`src/rtl/video_types_pkg.sv`:
```
// Shared video definitions: LCD mode encoding, register addresses,
// default dot/line timing and the STAT register layout.
package video_types;

  // Default timing backing the lcd_timing_gen parameters
  localparam int unsigned LCD_DOTS_PER_LINE = 456;
  localparam int unsigned LCD_VISIBLE_LINES = 144;
  localparam int unsigned LCD_TOTAL_LINES   = 154;
  localparam int unsigned LCD_OAM_DOTS      = 80;
  localparam int unsigned LCD_DRAW_DOTS     = 172;

  // Register port addresses
  localparam logic [15:0] STAT_ADDR = 16'hFF41;
  localparam logic [15:0] LY_ADDR   = 16'hFF44;
  localparam logic [15:0] LYC_ADDR  = 16'hFF45;

  typedef enum logic [1:0] {
    HBLANK   = 2'd0,
    VBLANK   = 2'd1,
    OAM_SCAN = 2'd2,
    DRAWING  = 2'd3
  } LcdMode;

  // STAT as seen on a read: bit 7 constant 1, enables, coincidence, mode
  typedef struct packed {
    logic       always_one;
    logic       en_lyc;
    logic       en_m2;
    logic       en_m1;
    logic       en_m0;
    logic       coin;
    logic [1:0] mode;
  } StatReg;

endpackage

```
`src/rtl/lcd_timing_gen_stat_irq.sv`:
```
// LY/LYC coincidence, STAT interrupt source OR and rising-edge detector.
module lcd_stat_irq
  import video_types::*;
(
  input  logic       clk,
  input  logic       reset,
  input  logic       lcd_enable,
  input  logic [7:0] line,
  input  logic [7:0] lyc,
  input  LcdMode     mode,
  input  logic [3:0] enables,   // {lyc, mode2, mode1, mode0}
  output logic       coin,
  output logic       irq_stat
);

  logic stat_line;
  logic stat_line_q;

  assign coin = (line == lyc);

  // Combined STAT interrupt condition
  always_comb begin
    stat_line = (enables[3] & coin)
              | (enables[2] & (mode == OAM_SCAN))
              | (enables[1] & (mode == VBLANK))
              | (enables[0] & (mode == HBLANK));
  end

  // Previous condition; cleared while the display is off so re-enable starts clean
  always_ff @(posedge clk) begin
    if (reset || !lcd_enable) begin
      stat_line_q <= 1'b0;
    end else begin
      stat_line_q <= stat_line;
    end
  end

  // Only a low-to-high transition requests an interrupt (STAT blocking)
  assign irq_stat = lcd_enable & ~reset & stat_line & ~stat_line_q;

endmodule

```
`src/rtl/lcd_timing_gen.sv`:
```
// LCD dot/line timing generator with STAT, LY and LYC registers.
module lcd_timing_gen
  import video_types::*;
#(
  parameter int unsigned DOTS_PER_LINE = LCD_DOTS_PER_LINE,
  parameter int unsigned VISIBLE_LINES = LCD_VISIBLE_LINES,
  parameter int unsigned TOTAL_LINES   = LCD_TOTAL_LINES,
  parameter int unsigned OAM_DOTS      = LCD_OAM_DOTS,
  parameter int unsigned DRAW_DOTS     = LCD_DRAW_DOTS,
  parameter logic [15:0] STAT_ADDR     = video_types::STAT_ADDR,
  parameter logic [15:0] LY_ADDR       = video_types::LY_ADDR,
  parameter logic [15:0] LYC_ADDR      = video_types::LYC_ADDR
) (
  input  logic        clk,
  input  logic        reset,
  input  logic        lcd_enable,
  input  logic [15:0] reg_addr,
  input  logic [7:0]  reg_wdata,
  input  logic        reg_we,
  input  logic        reg_re,
  output logic [7:0]  reg_rdata,
  output logic        reg_hit,
  output logic [7:0]  ly,
  output logic [1:0]  mode,
  output logic        drawline,
  output logic        frame_start,
  output logic        irq_vblank,
  output logic        irq_stat,
  output logic        oam_locked,
  output logic        vram_locked
);

  localparam logic [8:0] DOT_LAST  = 9'(DOTS_PER_LINE - 1);
  localparam logic [7:0] LINE_LAST = 8'(TOTAL_LINES - 1);
  localparam logic [7:0] VIS_LINES = 8'(VISIBLE_LINES);
  localparam logic [8:0] OAM_END   = 9'(OAM_DOTS);
  localparam logic [8:0] DRAW_END  = 9'(OAM_DOTS + DRAW_DOTS);

  logic [8:0] dot;
  logic [7:0] line;
  logic [7:0] lyc;
  logic [3:0] stat_en;
  LcdMode     cur_mode;
  logic       coin;
  logic       pulse_ok;
  StatReg     stat_view;
  logic       rd_hit;
  logic [7:0] rd_val;
  logic       unused_wdata_bits;

  assign unused_wdata_bits = ^{reg_wdata[7], reg_wdata[2:0]};

  // Dot and line counters; held at the frame origin while the display is off
  always_ff @(posedge clk) begin
    if (reset || !lcd_enable) begin
      dot  <= '0;
      line <= '0;
    end else if (dot == DOT_LAST) begin
      dot  <= '0;
      line <= (line == LINE_LAST) ? '0 : line + 8'd1;
    end else begin
      dot <= dot + 9'd1;
    end
  end

  // Mode decode from the registered counters
  always_comb begin
    cur_mode = HBLANK;
    if (lcd_enable) begin
      if (line >= VIS_LINES)    cur_mode = VBLANK;
      else if (dot < OAM_END)   cur_mode = OAM_SCAN;
      else if (dot < DRAW_END)  cur_mode = DRAWING;
      else                      cur_mode = HBLANK;
    end
  end

  // Pulses are suppressed during reset so the reset cycle never leaks a strobe
  assign pulse_ok    = lcd_enable & ~reset;
  assign ly          = line;
  assign mode        = cur_mode;
  assign drawline    = pulse_ok & (line < VIS_LINES) & (dot == OAM_END);
  assign frame_start = pulse_ok & (line == 8'd0) & (dot == 9'd0);
  assign irq_vblank  = pulse_ok & (line == VIS_LINES) & (dot == 9'd0);
  assign oam_locked  = (cur_mode == OAM_SCAN) | (cur_mode == DRAWING);
  assign vram_locked = (cur_mode == DRAWING);

  lcd_stat_irq u_stat_irq (
    .clk        (clk),
    .reset      (reset),
    .lcd_enable (lcd_enable),
    .line       (line),
    .lyc        (lyc),
    .mode       (cur_mode),
    .enables    (stat_en),
    .coin       (coin),
    .irq_stat   (irq_stat)
  );

  // Read decode of the current (pre-write) register contents
  always_comb begin
    stat_view.always_one = 1'b1;
    stat_view.en_lyc     = stat_en[3];
    stat_view.en_m2      = stat_en[2];
    stat_view.en_m1      = stat_en[1];
    stat_view.en_m0      = stat_en[0];
    stat_view.coin       = coin;
    stat_view.mode       = cur_mode;
    rd_hit = 1'b1;
    rd_val = '0;
    case (reg_addr)
      STAT_ADDR: rd_val = stat_view;
      LY_ADDR:   rd_val = line;
      LYC_ADDR:  rd_val = lyc;
      default:   rd_hit = 1'b0;
    endcase
  end

  // Register writes and registered read data
  always_ff @(posedge clk) begin
    if (reset) begin
      stat_en   <= '0;
      lyc       <= '0;
      reg_rdata <= '0;
      reg_hit   <= 1'b0;
    end else begin
      if (reg_we) begin
        if (reg_addr == STAT_ADDR) stat_en <= reg_wdata[6:3];
        if (reg_addr == LYC_ADDR)  lyc     <= reg_wdata;
      end
      reg_hit   <= reg_re & rd_hit;
      reg_rdata <= reg_re ? rd_val : '0;
    end
  end

endmodule

```
`config.mk`:
```
export PLATFORM = sky130hd
export DESIGN_NAME = lcd_timing_gen
export DESIGN_NICKNAME = d
export VERILOG_FILES = /design/src/rtl/video_types_pkg.sv /design/src/rtl/lcd_timing_gen_stat_irq.sv /design/src/rtl/lcd_timing_gen.sv
export SDC_FILE = /design/constraint.sdc
export NUM_CORES = 1
export LEC_CHECK = 0
export BUFFER_PORTS_ARGS = -buffer_cell sky130_fd_sc_hd__buf_2
export CORE_ASPECT_RATIO = 1.75
export CORE_UTILIZATION = 53
export CTS_CLUSTER_DIAMETER = 50
export DETAILED_ROUTE_END_ITERATION = 8
export GPL_ROUTABILITY_DRIVEN = 0
export PLACE_DENSITY = 0.8
export SLEW_MARGIN = 20
export SYNTH_ARGS = -nofsm -noshare
export SYNTH_HDL_FRONTEND = slang
export SYNTH_HIERARCHICAL = 1
export SYNTH_SLANG_ARGS = --single-unit
```
`constraint.sdc`:
```
create_clock -name clk -period 2.46 [get_ports clk]
set_input_delay 0 -clock clk [delete_from_list [all_inputs] [get_ports clk]]
set_output_delay 0 -clock clk [all_outputs]
set_load 0.05 [all_outputs]
```
==> qor.csv, run 1 <==
stage,metric,value,unit
clock_tree,clk_pin_slew_worst_paths,0.08,ns
clock_tree,cts-root-buf,clkbuf_8,
placed_design,dpl_worst_slack,0.441,ns
grt,track_usage,28.0,%
run,maxCapViolations,0,
synthesis,synthAdderAreaFrac,2.91,%
sta,setup_viol,0,
setup_path,cp.required,2.46,ns
routing,met3_length,230,um
die,rows,30,
sta,max_slew_margin,47.1,%
synthesis,syn-cell-area,0.00215,sq mm
synthesis,syn-num-nets,291,
sta,rsz0062_at_grt,false,
sta,finClkSkew,0.00642,ns
grt,antenna_found_initial,0,
setup_path,critPathKind,flip-flop to output port,
clock_tree,cts_buffer_depth,2,
setup_path,crit_arrival,2.34,ns
power_and_ir_drop,powerDensity,433,mW/mm^2
routing,drc_errors,0,
sta,hold_viol,0,
routing,avgViaCountPerCell,6.11,
synthesis,ys_ff_latch,39,
power_and_ir_drop,vdd_drop_max,0.000344,V
die,design.core.area,0.00387,sq mm
die,start_util,55.6,%
synthesis,synth_cell_types,46,
synthesis,ys_seq_area_share,36.3,%
power_and_ir_drop,p_leak,1.04,nW
clock_tree,cts.sinks,39,
synthesis,synthesis.area_per_instance,8.37,sq um
clock_tree,cts_buffers,5,
sta,finalSetupTns,0,ns
routing,met2_length,3050,um
die,die_y,86.3,um
synthesis,synth_edf_count,0,
sta,worstMarginPinSlew,0.791,ns
sta,max_freq,428,MHz
synthesis,synthCells,257,
die,die-area,0.00433,sq mm
sta,setup_slack,0.121,ns
clock_tree,clk_latency,0.29,ns
synthesis,synthArstFlopShare,0,%
grt,grt_pass1_vias,2103,
synthesis,synth_ff_type,dfxtp_1,
sta,min_period,2.34,ns
synthesis,synth-xor-area-share,7.33,%
setup_path,cp-start-kind,flip-flop,
sta,slew_violations,0,
routing,wl_met1,2090,um
min_path,min_path_type,input pin to flip-flop,
synthesis,synth-compound-area-share,15.4,%
routing,drt-total-wl,5610,um
synthesis,synthSimpleGateAreaFrac,29.7,%
routing,topRoutingLayerUsed,met4,
die,io_pins,54,
setup_path,crit_path_max_fanout,8,
synthesis,yosysWarnings,6,
final_layout,syn2layout_area_growth,24.1,%
grt,grt_pass1_wl,9270,um
routing,vias,2223,
clock_tree,h-tree-depth,2,
final_layout,antenna-diode-count,0,
placed_design,dp_hpwl,4160,um
synthesis,synth_top_family_by_area,simple AND/OR/NAND/NOR gates,
routing,firstDrtPassIters,4,
final_layout,nNetsFinal,349,
placed_design,io_buffers,53,
sta,hold_slack,0.0399,ns
grt,overflow,0,
sta,fin_crit_sh,95.1,%
die,die_w,50.2,um
grt,grt_max_degree,21,
routing,drtIter0Drc,63,
final_layout,layout-drive-gt1-share,25.9,%
setup_path,cp-end-kind,output port,
routing,routedWlPerCell,15.4,um
clock_tree,cts_tree,done,
synthesis,muxShareOfSynthArea,3.61,%
clock_tree,post_cts_buffers,0,
routing,antenna_left,0,
status,status,"finished, final reports clean",
==> layout by cell type (no fill, tap or decap), types with 10 or more instances in the layout <==
master	instances
a21oi_1	26
buf_2	53
dfxtp_1	39
inv_1	10
nand2_1	12
nand3_1	25
nand4_1	20
nor2_1	14
o21ai_0	10
xnor2_1	11
==> metrics by stage <==
| step | utilization (%) | area [sq um] | total power [mW] | instances |
|---|---|---|---|---|
| 3_5_place_dp | 64.6 | 2500 | 0.738 | 348 |
| 2_1_floorplan | - | 2200 | 0.698 | 257 |
| 5_1_grt | 69.0 | 2670 | 1.20 | 364 |
| 6_report | 69.0 | 2670 | 1.16 | 364 |
| 4_1_cts | 68.9 | 2660 | 1.16 | 364 |
| 3_3_place_gp | 64.6 | 2500 | 0.737 | 348 |
==> what timing repair did <==
item	in CTS	in global routing
resized for setup	0	1
hold buffers	8	0
hold endpoints to repair	10	0
setup endpoints to repair	0	1
==> per-layer routing <==
metal,vias up,track usage [%]
li1,1071,-
met1,1035,28.0
met2,93,52.6
met3,24,3.51
met4,0,16.9
met5,-,0
==> logic make-up (layout without fill, tap and decap cells) <==
family,Yosys count,in the layout
mux,7,7
flops,39,39
buf+inv,24,83
simple gates,109,109
compound gates,55,55
xor+xnor,18,18
fa+ha+maj,5,5
==> cells in the mapped netlist, drive strengths merged, types with 2 or more instances <==
cell type  instances  area, sq um
nand3             25          125
o21ai             11         55.1
or4                8         67.6
xor2               7         61.3
nand3b             2         15.0
buf                5         32.5
nand2             12         45.0
clkbuf             9         33.8
o31ai              8         60.1
nor4               4         31.3
a2111oi            2         17.5
and3               8         50.1
nor2              16         62.6
dfxtp             39          781
nand4             20          125
ha                 5         62.6
xnor2             11         96.3
mux2               6         67.6
nand4b             3         26.3
a21oi             26          130
inv               10         37.5
nor2b              3         18.8
and2               2         12.5
==> worst max-delay path: stages, from the launching register on <==
cell and delay [ns]:
dfxtp_1 0.40, inv_1 0.13, ha_1 0.14, or4b_1 0.41
or4_1 0.48, nor4_4 0.21, buf_2 0.29
==> report_power, final <==
group	leakage [nW]	switching, mW	internal, mW	total, mW
clock	0.0412	0.224	0.198	0.422
sequential	0.314	0.00138	0.632	0.634
combinational	0.682	0.0619	0.0388	0.101
total	1.04	0.287	0.869	1.16
==> path summary, 6_finish.rpt <==
kind | to | slack (ns) | startpoint | depth (start not counted)
max | irq_vblank | 0.12 | ly[0] | 6
min | reg_rdata[0] | 0.04 | lcd_enable | 3
max reg2reg | ly[7] | 0.36 | dot[6] | 4
min reg2reg | dot[0] | 0.47 | dot[0] | 1
==> area by class of cell <==
type / instances / area [sq um]
Timing Repair Buffer: 65 / 375
Clock buffer: 6 / 72.6
Fill cell: 338 / 1200
Multi-Input combinational cell: 194 / 1330
Sequential cell: 39 / 781
Inverter: 10 / 37.5
Clock inverter: 2 / 12.5
Tap cell: 48 / 60.1
==> state kept, by name, indices dropped and copies added (netlist names) <==
register,cells
lyc,8
u_stat_irq/stat_line_q,1
reg_rdata,8
stat_en,4
ly,8
reg_hit,1
dot,9
Note: power is estimated with default switching activity, not from simulation.
==> run 2: changes to the inputs <==
Clock period 2.46 ns to 2.4 ns, I/O delays scaled along.
==> qor.csv, run 2 (same netlist as run 1, synthesis figures left out) <==
stage,metric,value,unit
clock_tree,cts_tree,done,
routing,drc_errors,0,
sta,worstMarginPinSlew,0.759,ns
grt,grt_max_degree,21,
die,die_w,50.2,um
setup_path,slowest_delay,0.42,ns
die,design.core.area,0.00387,sq mm
final_layout,top_register,dot,
placed_design,dp_hpwl,4430,um
grt,antenna_found_initial,0,
final_layout,layout_common_cells,"buf_2 (51), dfxtp_1 (36), a21oi_1 (26), nand3_1 (25), nand4_1 (20)",
clock_tree,cts_buffer_depth,2,
routing,antenna_left,0,
die,start_util,55.6,%
grt,track_usage,30.1,%
final_layout,nNetsFinal,349,
clock_tree,h-tree-depth,2,
clock_tree,cts-root-buf,clkbuf_8,
sta,max_freq,435,MHz
setup_path,crit_path_max_fanout,11,
routing,vias,2243,
clock_tree,clk_latency,0.29,ns
final_layout,n_fill_cell,330,
setup_path,slowest_stage,o31a_1,
placed_design,io_buffers,53,
sta,min_period,2.30,ns
sta,rsz0062_at_grt,false,
setup_path,crit_chain,o31a_1 -> a2111oi_4 -> buf_4 -> nand3b_1 -> o21a_1 -> nor3_1 -> a21o_2 -> clkbuf_4,
grt,grt_pass1_wl,9880,um
routing,drt-total-wl,5920,um
final_layout,largest_reg_flops,9,
sta,hold_slack,0.0353,ns
grt,overflow,0,
sta,finalSetupTns,0,ns
placed_design,place_inst,347,
setup_path,cp_top_family,compound AO/OA/AOI/OAI gates,
routing,routedWlPerCell,16.3,um
final_layout,instances_no_fill,364,
routing,firstDrtPassIters,4,
power_and_ir_drop,p_total,1.33,mW
die,die_y,86.3,um
setup_path,path_depth,8,
die,rows,30,
power_and_ir_drop,p_leak,1.06,nW
sta,max_slew_margin,49.3,%
routing,drtIter0Drc,76,
sta,setup_slack,0.100,ns
clock_tree,clk_pin_slew_worst_paths,0.08,ns
final_layout,final_common_cell,buf_2,
setup_path,critPathKind,flip-flop to output port,
final_layout,layout-drive-gt1-share,27.8,%
clock_tree,cts.sinks,39,
setup_path,cp-end-kind,output port,
min_path,min_path_type,input pin to flip-flop,
setup_path,critPathBufInv,2,
final_layout,syn2layout_area_growth,26.5,%
placed_design,dpl_worst_slack,0.326,ns
grt,grt_pass1_vias,2226,
die,io_pins,54,
final_layout,antenna-diode-count,0,
sta,setup_viol,0,
sta,fin_crit_sh,95.8,%
sta,finClkSkew,0.00365,ns
setup_path,cp.required,2.40,ns
sta,slew_violations,0,
power_and_ir_drop,vdd_drop_max,0.000444,V
die,die-area,0.00433,sq mm
setup_path,cp-start-kind,flip-flop,
run,maxCapViolations,0,
min_path,whs_path_depth,3,
routing,avgViaCountPerCell,6.16,
sta,hold_viol,0,
power_and_ir_drop,powerDensity,488,mW/mm^2
setup_path,reg2regPathDepth,4,
setup_path,crit_arrival,2.30,ns
clock_tree,cts_buffers,5,
status,status,"finished, final reports clean",
-- run 2: repair_timing --
item | CTS | global route
gates resized for setup | 0 | 8
hold buffers | 8 | 0
endpoints found under the hold margin | 9 | 0
pin swaps | 1 | 1
endpoints found under the setup margin | 1 | 2
setup buffers | 1 | 0
-- run 2: worst reg2reg max path, delay by kind of cell, from the launching register on --
family / cells / cell delay (ns)
and+or+nand+nor: 3 / 1.30
DFF: 1 / 0.54
AOI/OAI and AO/OA: 1 / 0.15
-- run 2: layer usage --
metal	track usage, %	vias up	wire length [um]
met5	0	-	0
met4	19.2	0	263
met3	5.44	23	230
met2	57.1	87	3360
met1	28.2	1063	2060
li1	-	1070	-
-- run 2: report_power, final --
part           total, mW  internal (mW)  switching (mW)  leakage [nW]
clock              0.574          0.336           0.237        0.0612
combinational      0.105         0.0409          0.0640         0.678
sequential         0.649          0.648         0.00148         0.316
total               1.33           1.03           0.303          1.06
-- run 2: metrics by stage --
| stage | util (%) | area [sq um] |
|---|---|---|
| final | 70.4 | 2720 |
| after global routing | 70.4 | 2720 |
| after CTS | 69.8 | 2700 |
| after detailed placement | 64.5 | 2490 |
| after global placement | 64.5 | 2490 |
| after floorplan | - | 2200 |
-- run 2: layout make-up --
cell class                 count  area (sq um)  share of cell area (%)
tap                           48          60.1                    2.21
clock buffer                   6          82.6                    3.04
clock inverter                 2          35.0                    1.29
sequential                    39           785                    28.8
multi-input combinational    194          1340                    49.1
inverter                      10          37.5                    1.38
timing repair buffer          65           384                    14.1
-- run 2: path summary, 6_finish.rpt --
check	from	slack (ns)	endpoint
setup / recovery	ly[5]	0.10	irq_stat
hold / removal	lcd_enable	0.04	reg_rdata[0]
setup reg to reg	dot[8]	0.34	ly[5]
hold reg to reg	dot[0]	0.49	dot[0]
